--- src/rtl/ifetch_stage.sv ---
// Instruction fetch stage: owns the fetch PC, issues one read at a time to a
// multi-cycle instruction memory and hands words to decode via a 2-entry buffer.
module ifetch_stage #(
    parameter logic [15:0] RESET_PC = 16'h0000
) (
    input  logic        clk,
    input  logic        rst,
    output logic        mem_rd,
    output logic [15:0] mem_addr,
    input  logic        mem_stall,
    input  logic        mem_done,
    input  logic [15:0] mem_data_in,
    output logic [15:0] instr,
    output logic [15:0] pc_plus,
    output logic        instr_valid,
    input  logic        decode_ready,
    input  logic        redirect,
    input  logic [15:0] redirect_pc,
    input  logic        halt,
    output logic        err
);

    localparam int unsigned XLEN = 16;
    localparam int unsigned CW   = 2;

    typedef enum logic [1:0] {
        S_IDLE   = 2'd0,
        S_WAIT   = 2'd1,
        S_DROP   = 2'd2,
        S_HALTED = 2'd3
    } state_t;

    state_t          state_q, state_d;
    logic [XLEN-1:0] fetch_pc_q, fetch_pc_d;
    logic [XLEN-1:0] tag_pc_q, tag_pc_d;
    logic [XLEN-1:0] instr0_q, instr0_d, instr1_q, instr1_d;
    logic [XLEN-1:0] pcp0_q, pcp0_d, pcp1_q, pcp1_d;
    logic [CW-1:0]   count_q, count_d;
    logic            halt_seen_q, halt_seen_d;
    logic            err_q, err_d;

    logic            credit;
    logic            accept;
    logic            redirect_act;
    logic            push;
    logic            pop;

    assign mem_addr    = fetch_pc_q;
    assign instr       = instr0_q;
    assign pc_plus     = pcp0_q;
    assign instr_valid = (count_q != '0);
    assign err         = err_q;

    // Next-state, fetch PC, buffer and error logic
    always_comb begin
        state_d     = state_q;
        fetch_pc_d  = fetch_pc_q;
        tag_pc_d    = tag_pc_q;
        instr0_d    = instr0_q;
        instr1_d    = instr1_q;
        pcp0_d      = pcp0_q;
        pcp1_d      = pcp1_q;
        count_d     = count_q;
        halt_seen_d = halt_seen_q;
        err_d       = err_q;

        // Occupancy plus the one possible outstanding read must leave room for a push
        credit       = (count_q + CW'(state_q == S_WAIT)) < CW'(2);
        mem_rd       = (state_q == S_IDLE) && credit && !redirect && !halt
                       && !halt_seen_q && !rst;
        accept       = mem_rd && !mem_stall;
        redirect_act = redirect && (state_q != S_HALTED);
        push         = (state_q == S_WAIT) && mem_done && !redirect_act;
        pop          = instr_valid && decode_ready && !redirect_act;

        if (halt && (state_q != S_HALTED)) begin
            halt_seen_d = 1'b1;
        end

        case (state_q)
            S_IDLE: begin
                if (mem_done) begin
                    err_d = 1'b1;
                end
                if (halt_seen_q) begin
                    state_d = S_HALTED;
                end else if (accept) begin
                    state_d    = S_WAIT;
                    fetch_pc_d = fetch_pc_q + XLEN'(2);
                    tag_pc_d   = fetch_pc_q + XLEN'(2);
                end
            end
            S_WAIT: begin
                if (mem_done) begin
                    state_d = S_IDLE;
                end else if (redirect_act) begin
                    state_d = S_DROP;
                end
            end
            S_DROP: begin
                if (mem_done) begin
                    state_d = S_IDLE;
                end
            end
            S_HALTED: begin
                if (mem_done) begin
                    err_d = 1'b1;
                end
            end
            default: state_d = S_IDLE;
        endcase

        if (redirect_act) begin
            fetch_pc_d = redirect_pc;
            count_d    = '0;
            if (redirect_pc[0]) begin
                err_d = 1'b1;
            end
        end else begin
            // Head always lives in entry 0 so instr/pc_plus come straight from flops
            case ({push, pop})
                2'b11: begin
                    if (count_q == CW'(1)) begin
                        instr0_d = mem_data_in;
                        pcp0_d   = tag_pc_q;
                    end else begin
                        instr0_d = instr1_q;
                        pcp0_d   = pcp1_q;
                        instr1_d = mem_data_in;
                        pcp1_d   = tag_pc_q;
                    end
                end
                2'b10: begin
                    if (count_q == '0) begin
                        instr0_d = mem_data_in;
                        pcp0_d   = tag_pc_q;
                    end else begin
                        instr1_d = mem_data_in;
                        pcp1_d   = tag_pc_q;
                    end
                    count_d = count_q + CW'(1);
                end
                2'b01: begin
                    instr0_d = instr1_q;
                    pcp0_d   = pcp1_q;
                    count_d  = count_q - CW'(1);
                end
                default: ;
            endcase
        end
    end

    // State registers with synchronous reset
    always_ff @(posedge clk) begin
        if (rst) begin
            state_q     <= S_IDLE;
            fetch_pc_q  <= RESET_PC;
            tag_pc_q    <= '0;
            instr0_q    <= '0;
            instr1_q    <= '0;
            pcp0_q      <= '0;
            pcp1_q      <= '0;
            count_q     <= '0;
            halt_seen_q <= 1'b0;
            err_q       <= 1'b0;
        end else begin
            state_q     <= state_d;
            fetch_pc_q  <= fetch_pc_d;
            tag_pc_q    <= tag_pc_d;
            instr0_q    <= instr0_d;
            instr1_q    <= instr1_d;
            pcp0_q      <= pcp0_d;
            pcp1_q      <= pcp1_d;
            count_q     <= count_d;
            halt_seen_q <= halt_seen_d;
            err_q       <= err_d;
        end
    end

endmodule

--- config.mk ---
export PLATFORM = sky130hd
export DESIGN_NAME = ifetch_stage
export DESIGN_NICKNAME = d
export VERILOG_FILES = /design/src/rtl/ifetch_stage.sv
export SDC_FILE = /design/constraint.sdc
export NUM_CORES = 1
export LEC_CHECK = 0
export CAP_MARGIN = 20
export CORE_UTILIZATION = 26
export DETAILED_ROUTE_END_ITERATION = 10
export SYNTH_ARGS = -nofsm -noshare
export SYNTH_HDL_FRONTEND = slang
export SYNTH_SLANG_ARGS = --single-unit
--- constraint.sdc ---
create_clock -name clk -period 5 [get_ports clk]
set_clock_uncertainty 0.1 [all_clocks]
set_input_delay 1 -clock clk [delete_from_list [all_inputs] [get_ports clk]]
set_output_delay 1 -clock clk [all_outputs]
set_load 0.01 [all_outputs]
==> out/results.txt, run 1 <==
Synth unique cells: 47
Initial antenna violation count: 0
Die area: 19490 sq um
Post-synthesis adder-cell area fraction: 3.050%
Crit path top cell by count: clkdlybuf4s50_1
Crit-path max cell delay: 0.55 ns
Critical hold path startpoint: pcp1_q[0]
Wire per inst: 14.65 um
Clock transition at the registers of the reported paths: 0.07 ns
Synthesized cell area: 4922 sq um
Post-synth ARST share: 0%
Setup ws final: 1.181 ns
DP HPWL: 8580 um
Final Hold Fails: 0
Net Count, Synth: 639
Largest net degree at the start of global routing: 94
Crit end category: output port
Most frequent cells in the layout: dfxtp_1 (102), clkdlybuf4s50_1 (88), nand2_1 (86), a21oi_1 (81), nor2_1 (49)
Worst r2r dst: instr1_q[4]
Core area: 18270 sq um
Worst slack, placed: 1.007 ns
Die width: 139.6 um
Status: finished, final reports clean
First-pass GRT wire length: 21560 um
Cts hold-fix bufs: 0
CTS tree: yes
Dpl cells: 865
Layout area overhead: 27.40%
TritonRoute pass-1 iters: 5
Post-synthesis instance total: 588
Hold Path Depth: 2
Finished Layout Cells: 881
Tcrit/Tclk final: 76.37%
Inserted Diodes: 0
CTS sink count: 102
Seq/Total Area, Yosys: 41.48%
Via count: 4321
Post-route setup TNS: 0 ns
Worst-Skew Late Latency: 0.35 ns
F_max: 261.9 MHz
Post-route ant nets: 0
Number of nets in the layout: 698
Startpoint Class: input pin
Critical Path RT: 3.90 ns
RSZ-0062 raised after global routing: false
PortBufs: 89
Static Leakage: 2.012 nW
Post-route cell area: 6271 sq um
Synth Register Bits: 102
Routed wire length: 12910 um
Crit path max fanout: 8
Synth Area in XOR/XNOR: 3.381%
Peak VDD IR: 0.0001569 V
RR Startpoint: state_q[1]
Post-synthesis mux area share: 4.677%
DP Area: 5939 sq um
Synth Area in Compound Gates: 25.34%
Bufs on Longest Clock Path: 2
Total congestion overflow: 0
Vias per inst: 4.905
Cts bufs inserted: 9
Share of post-route cells with drive strength above 1: 5.828%
Cell Rows: 49
Largest family of logic cells by synthesized area: compound AO/OA/AOI/OAI gates
Total track usage: 13.73%
Worst Hold End: pcp1_q[0]
Ys Warns: 0
Synth Area per Inst: 8.371 sq um
Crit path arrival time: 2.72 ns
First-iteration detailed-routing DRC count: 331
Postcts setup bufs: 0
Worst reg2reg path depth: 12
H-tree Lvls: 3
Worst setup startpoint: redirect
Post-synth EDFFs: 0
Most common cell after layout, fill and taps aside: dfxtp_1
Hold Path Class: reg -> reg
R2R Setup Slk: 1.91 ns
Max Slew Vio Count: 0
Most used DFF post-synth: dfxtp_1
Fill count: 1882
Utilization after layout: 34.32%
Die Span Y: 139.6 um
CP Class: in -> out
Slowest cell on the critical path: clkdlybuf4s50_1
Buf/Inv on CP: 3
Max Cap Viol: 0
# DRC: 0
Top Ports: 90
Routability cong.: 0.7454
Slew Limit Headroom: 33.40%
Post_cts resized: 0
Largest delay contributor family on the critical path: buffers and inverters
Root buffer cell: clkbuf_16
Endpoints failing setup: 0
Number of global-route vias before repair: 4157
Worst-path cell chain: clkdlybuf4s50_1 > nor4b_4 > o211ai_4 > inv_4 > clkdlybuf4s50_1
Tmin final: 3.819 ns
Pwr/cell area: 329.9 nW/um^2
Initial Util: 26.94%
Simple-Gate Fraction of Synth Area: 16.22%
Slew @ Worst Pin: 0.9989 ns
## how the worst max path moves through the flow
stage                        endpoint  slack [ns]  cells after the start
after floorplan             instr[10]        1.73                     11
after global placement    instr1_q[8]        1.09                     12
after detailed placement    pcp1_q[7]        1.01                     12
after CTS                      mem_rd        1.17                      5
after global routing           mem_rd        1.09                      5
final                          mem_rd        1.18                      5
## cells by family after synthesis
logic type                 count (synthesis)
AOI/OAI and AO/OA                        188
xor gates and xnor gates                  19
adders and majority gates                 12
buffers and inverters                     65
DFF                                      102
muxes                                     23
and+or+nand+nor                          179
## power by group
part | switching, mW | leakage [nW] | internal [mW]
Clock | 0.312 | 0.155 | 0.455
Sequential | 0.0488 | 0.827 | 0.853
Combinational | 0.226 | 1.03 | 0.174
## worst register-to-register path, stage by stage, from the launching register on
cell,delay (ns)
dfxtp_1,0.42
ha_1,0.22
nand2b_1,0.22
and3_1,0.23
inv_1,0.07
ha_1,0.23
buf_4,0.23
a22oi_1,0.20
o21ai_0,0.14
nor2_2,0.37
buf_4,0.36
nand2_1,0.10
a21oi_1,0.12
## layout make-up
class	count	area, sq um	area share [%]
tap	229	286.5	4.569
multi-input combinational	421	2595	41.38
inverter	14	55.05	0.8779
sequential	102	2042	32.56
clock buffer	10	239.0	3.811
clock inverter	6	92.59	1.476
timing repair buffer	99	960.9	15.32
## stage by stage
step	power, mW	hold WS, ns
6_report	2.069	0.3577
4_1_cts	2.093	0.3587
2_1_floorplan	1.172	0.3365
5_1_grt	2.182	0.3779
3_5_place_dp	1.320	0.3483
3_3_place_gp	1.318	0.3441
## metal layers
| layer | routed length [um] | GRT usage, % | vias to the layer above |
|---|---|---|---|
| met2 | 5834 | 21.56 | 121 |
| li1 | - | - | 2226 |
| met5 | 0 | 0 | - |
| met4 | 40 | 2.950 | 0 |
| met3 | 664 | 3.476 | 4 |
| met1 | 6371 | 18.91 | 1970 |
## state kept, by name (all words and copies together), names as in the netlist
register / cells
instr1_q: 16
instr: 16
mem_addr: 16
pc_plus: 16
pcp1_q: 16
tag_pc_q: 16
count_q: 2
state_q: 2
err: 1
halt_seen_q: 1
## Yosys cell counts, types with 2 or more instances
| library cell | n | area, sq um |
|---|---|---|
| buf_4 | 2 | 15.01 |
| and4_1 | 2 | 17.52 |
| a32oi_1 | 9 | 78.83 |
| a211oi_1 | 43 | 322.8 |
| o21ai_0 | 10 | 50.05 |
| ha_1 | 12 | 150.1 |
| and3_1 | 4 | 25.02 |
| xor2_1 | 12 | 105.1 |
| nor4_1 | 2 | 12.51 |
| a221oi_1 | 23 | 201.4 |
| mux2i_1 | 23 | 230.2 |
| nor2b_1 | 2 | 12.51 |
| nor3_2 | 2 | 20.02 |
| a22oi_1 | 4 | 30.03 |
| nor2_1 | 50 | 187.7 |
| nor3_1 | 8 | 40.04 |
| buf_6 | 2 | 22.52 |
| nand3_1 | 6 | 30.03 |
| a21oi_1 | 81 | 405.4 |
| or3_1 | 2 | 12.51 |
| dfxtp_1 | 102 | 2042 |
| o21a_1 | 4 | 30.03 |
| xnor2_1 | 7 | 61.31 |
| nand2b_1 | 3 | 18.77 |
| buf_2 | 15 | 75.07 |
| a31oi_1 | 4 | 25.02 |
| nand2_1 | 86 | 322.8 |
| clkbuf_1 | 31 | 116.4 |
| nand4_1 | 7 | 43.79 |
| inv_1 | 13 | 48.80 |
Note: power is estimated with default switching activity, not from simulation.
==> run 2: changes to the inputs <==
clock period = 3.3 ns   (was 5 ns; I/O delays follow)
==> run 2 against run 1 <==
Effect of this change: count of clock-buffer cells in the layout grew 2; clock power grew 36%; die area is the same; register-to-register slack lost 1.3 ns; via count grew 2.5%; flip-flop and latch count is the same; critical endpoint unchanged; largest power group unchanged.
==> out/results.txt, run 2 (synthesized netlist as in run 1, its figures left out) <==
Pwr/cell area: 480.6 nW/um^2
Postcts setup bufs: 0
Max Cap Viol: 0
Slew @ Worst Pin: 1.014 ns
Initial Util: 26.94%
Sw frac: 29.84%
Switch Pwr: 0.9046 mW
Combinational fraction of design power: 20.8%
DP HPWL: 9104 um
Worst-Skew Late Latency: 0.35 ns
CTS sink count: 102
Vias per inst: 4.976
Hold Path Class: reg -> reg
Die width: 139.6 um
Finished Layout Cells: 890
Share of post-route cells with drive strength above 1: 6.959%
First-iteration detailed-routing DRC count: 255
Most common cell after layout, fill and taps aside: dfxtp_1
Largest net degree at the start of global routing: 94
F_max: 329.8 MHz
Routed wire length: 13550 um
Tcrit/Tclk final: 91.88%
Inserted Diodes: 0
Sequential Power Share: 45.1%
Utilization after layout: 34.52%
Crit path arrival time: 2.27 ns
Initial antenna violation count: 0
Max Slew Vio Count: 0
Critical Path RT: 2.54 ns
Cell-internal power: 2.127 mW
Clock transition at the registers of the reported paths: 0.07 ns
Status: finished, final reports clean
Crit path max fanout: 4
Post-route cell area: 6307 sq um
# DRC: 0
Global Route met1 Usage: 19.79%
Core area: 18270 sq um
Fill count: 1922
RSZ-0062 raised after global routing: false
Tmin final: 3.032 ns
M3 GR Usage: 3.269%
Reg area: 2042 sq um
Area of the multi-input gates: 2595 sq um
H-tree Lvls: 3
Worst slack, placed: 0.08012 ns
Bufs on Longest Clock Path: 2
Total congestion overflow: 0
GR Util met2: 22.14%
Dpl cells: 874
Die area: 19490 sq um
Post-route setup TNS: 0 ns
Most frequent cells in the layout: dfxtp_1 (102), clkdlybuf4s50_1 (88), nand2_1 (86), a21oi_1 (81), nor2_1 (49)
CTS tree: yes
Setup ws final: 0.2678 ns
Post-route ant nets: 0
Top Ports: 90
Total Power: 3.032 mW
Layout area overhead: 28.14%
Cts hold-fix bufs: 0
Number of nets in the layout: 707
Number of global-route vias before repair: 4100
Slew Limit Headroom: 32.37%
Routability cong.: 0.7458
Cts bufs inserted: 9
Endpoints failing setup: 0
Root buffer cell: clkbuf_16
Total track usage: 14.10%
TritonRoute pass-1 iters: 4
DP Area: 6020 sq um
Static Leakage: 2.049 nW
PortBufs: 89
Cell Rows: 49
Via count: 4429
Crit end category: output port
Startpoint Class: input pin
CP Class: in -> out
Hold_ws: 0.3574 ns
Wire per inst: 15.22 um
Post_cts resized: 0
Die Span Y: 139.6 um
First-pass GRT wire length: 22040 um
Final Hold Fails: 0
Clock share of power: 34.2%
Peak VDD IR: 0.0002476 V
Busiest grt layer: met2
-- run 2: cell count changes in the layout (fill, tap and decap cells not counted) --
cell / delta
buf_12: +1
buf_4: +8
bufinv_16: -2
clkbuf_1: +1
clkbuf_8: +1
clkinv_2: +1
clkinv_4: +2
clkinvlp_4: -2
inv_6: -1
-- run 2: worst max-delay path, stage by stage --
cell             delay (ns)
clkdlybuf4s50_1        0.48
nor4b_4                0.32
o211ai_4               0.14
inv_4                  0.12
clkdlybuf4s50_1        0.55
-- run 2: power groups by stage --
stage	logic [mW]	clock network (mW)	registers (mW)
floorplan	0.393	0	1.38
global placement	0.627	0	1.39
detailed placement	0.633	0	1.39
CTS	0.636	1.06	1.37
global route	0.694	1.11	1.38
finish	0.629	1.04	1.37
-- run 2: path summary, 6_finish.rpt --
path | cells past startpoint | startpoint | slack (ns) | end
worst max-delay path | 5 | redirect | 0.27 | mem_rd
worst min-delay path | 2 | pcp1_q[0] | 0.36 | pcp1_q[0]
worst max register to register | 11 | state_q[0] | 0.57 | instr[8]
worst min register to register | 2 | pcp1_q[0] | 0.36 | pcp1_q[0]
-- run 2: final cells by class --
class                           instances  share of cell area [%]
Multi-Input combinational cell        421                   41.14
Sequential cell                       102                   32.37
Timing Repair Buffer                  108                   16.50
Tap cell                              229                   4.543
Clock buffer                           12                   4.067
Inverter                               14                  0.8728
Clock inverter                          4                  0.4959
-- run 2: metal layers --
layer  share of wire [%]  wire length (um)
met1                  49              6623
met2                  45              6141
met3                 5.0               676
met4                0.80               108
met5                   0                 0
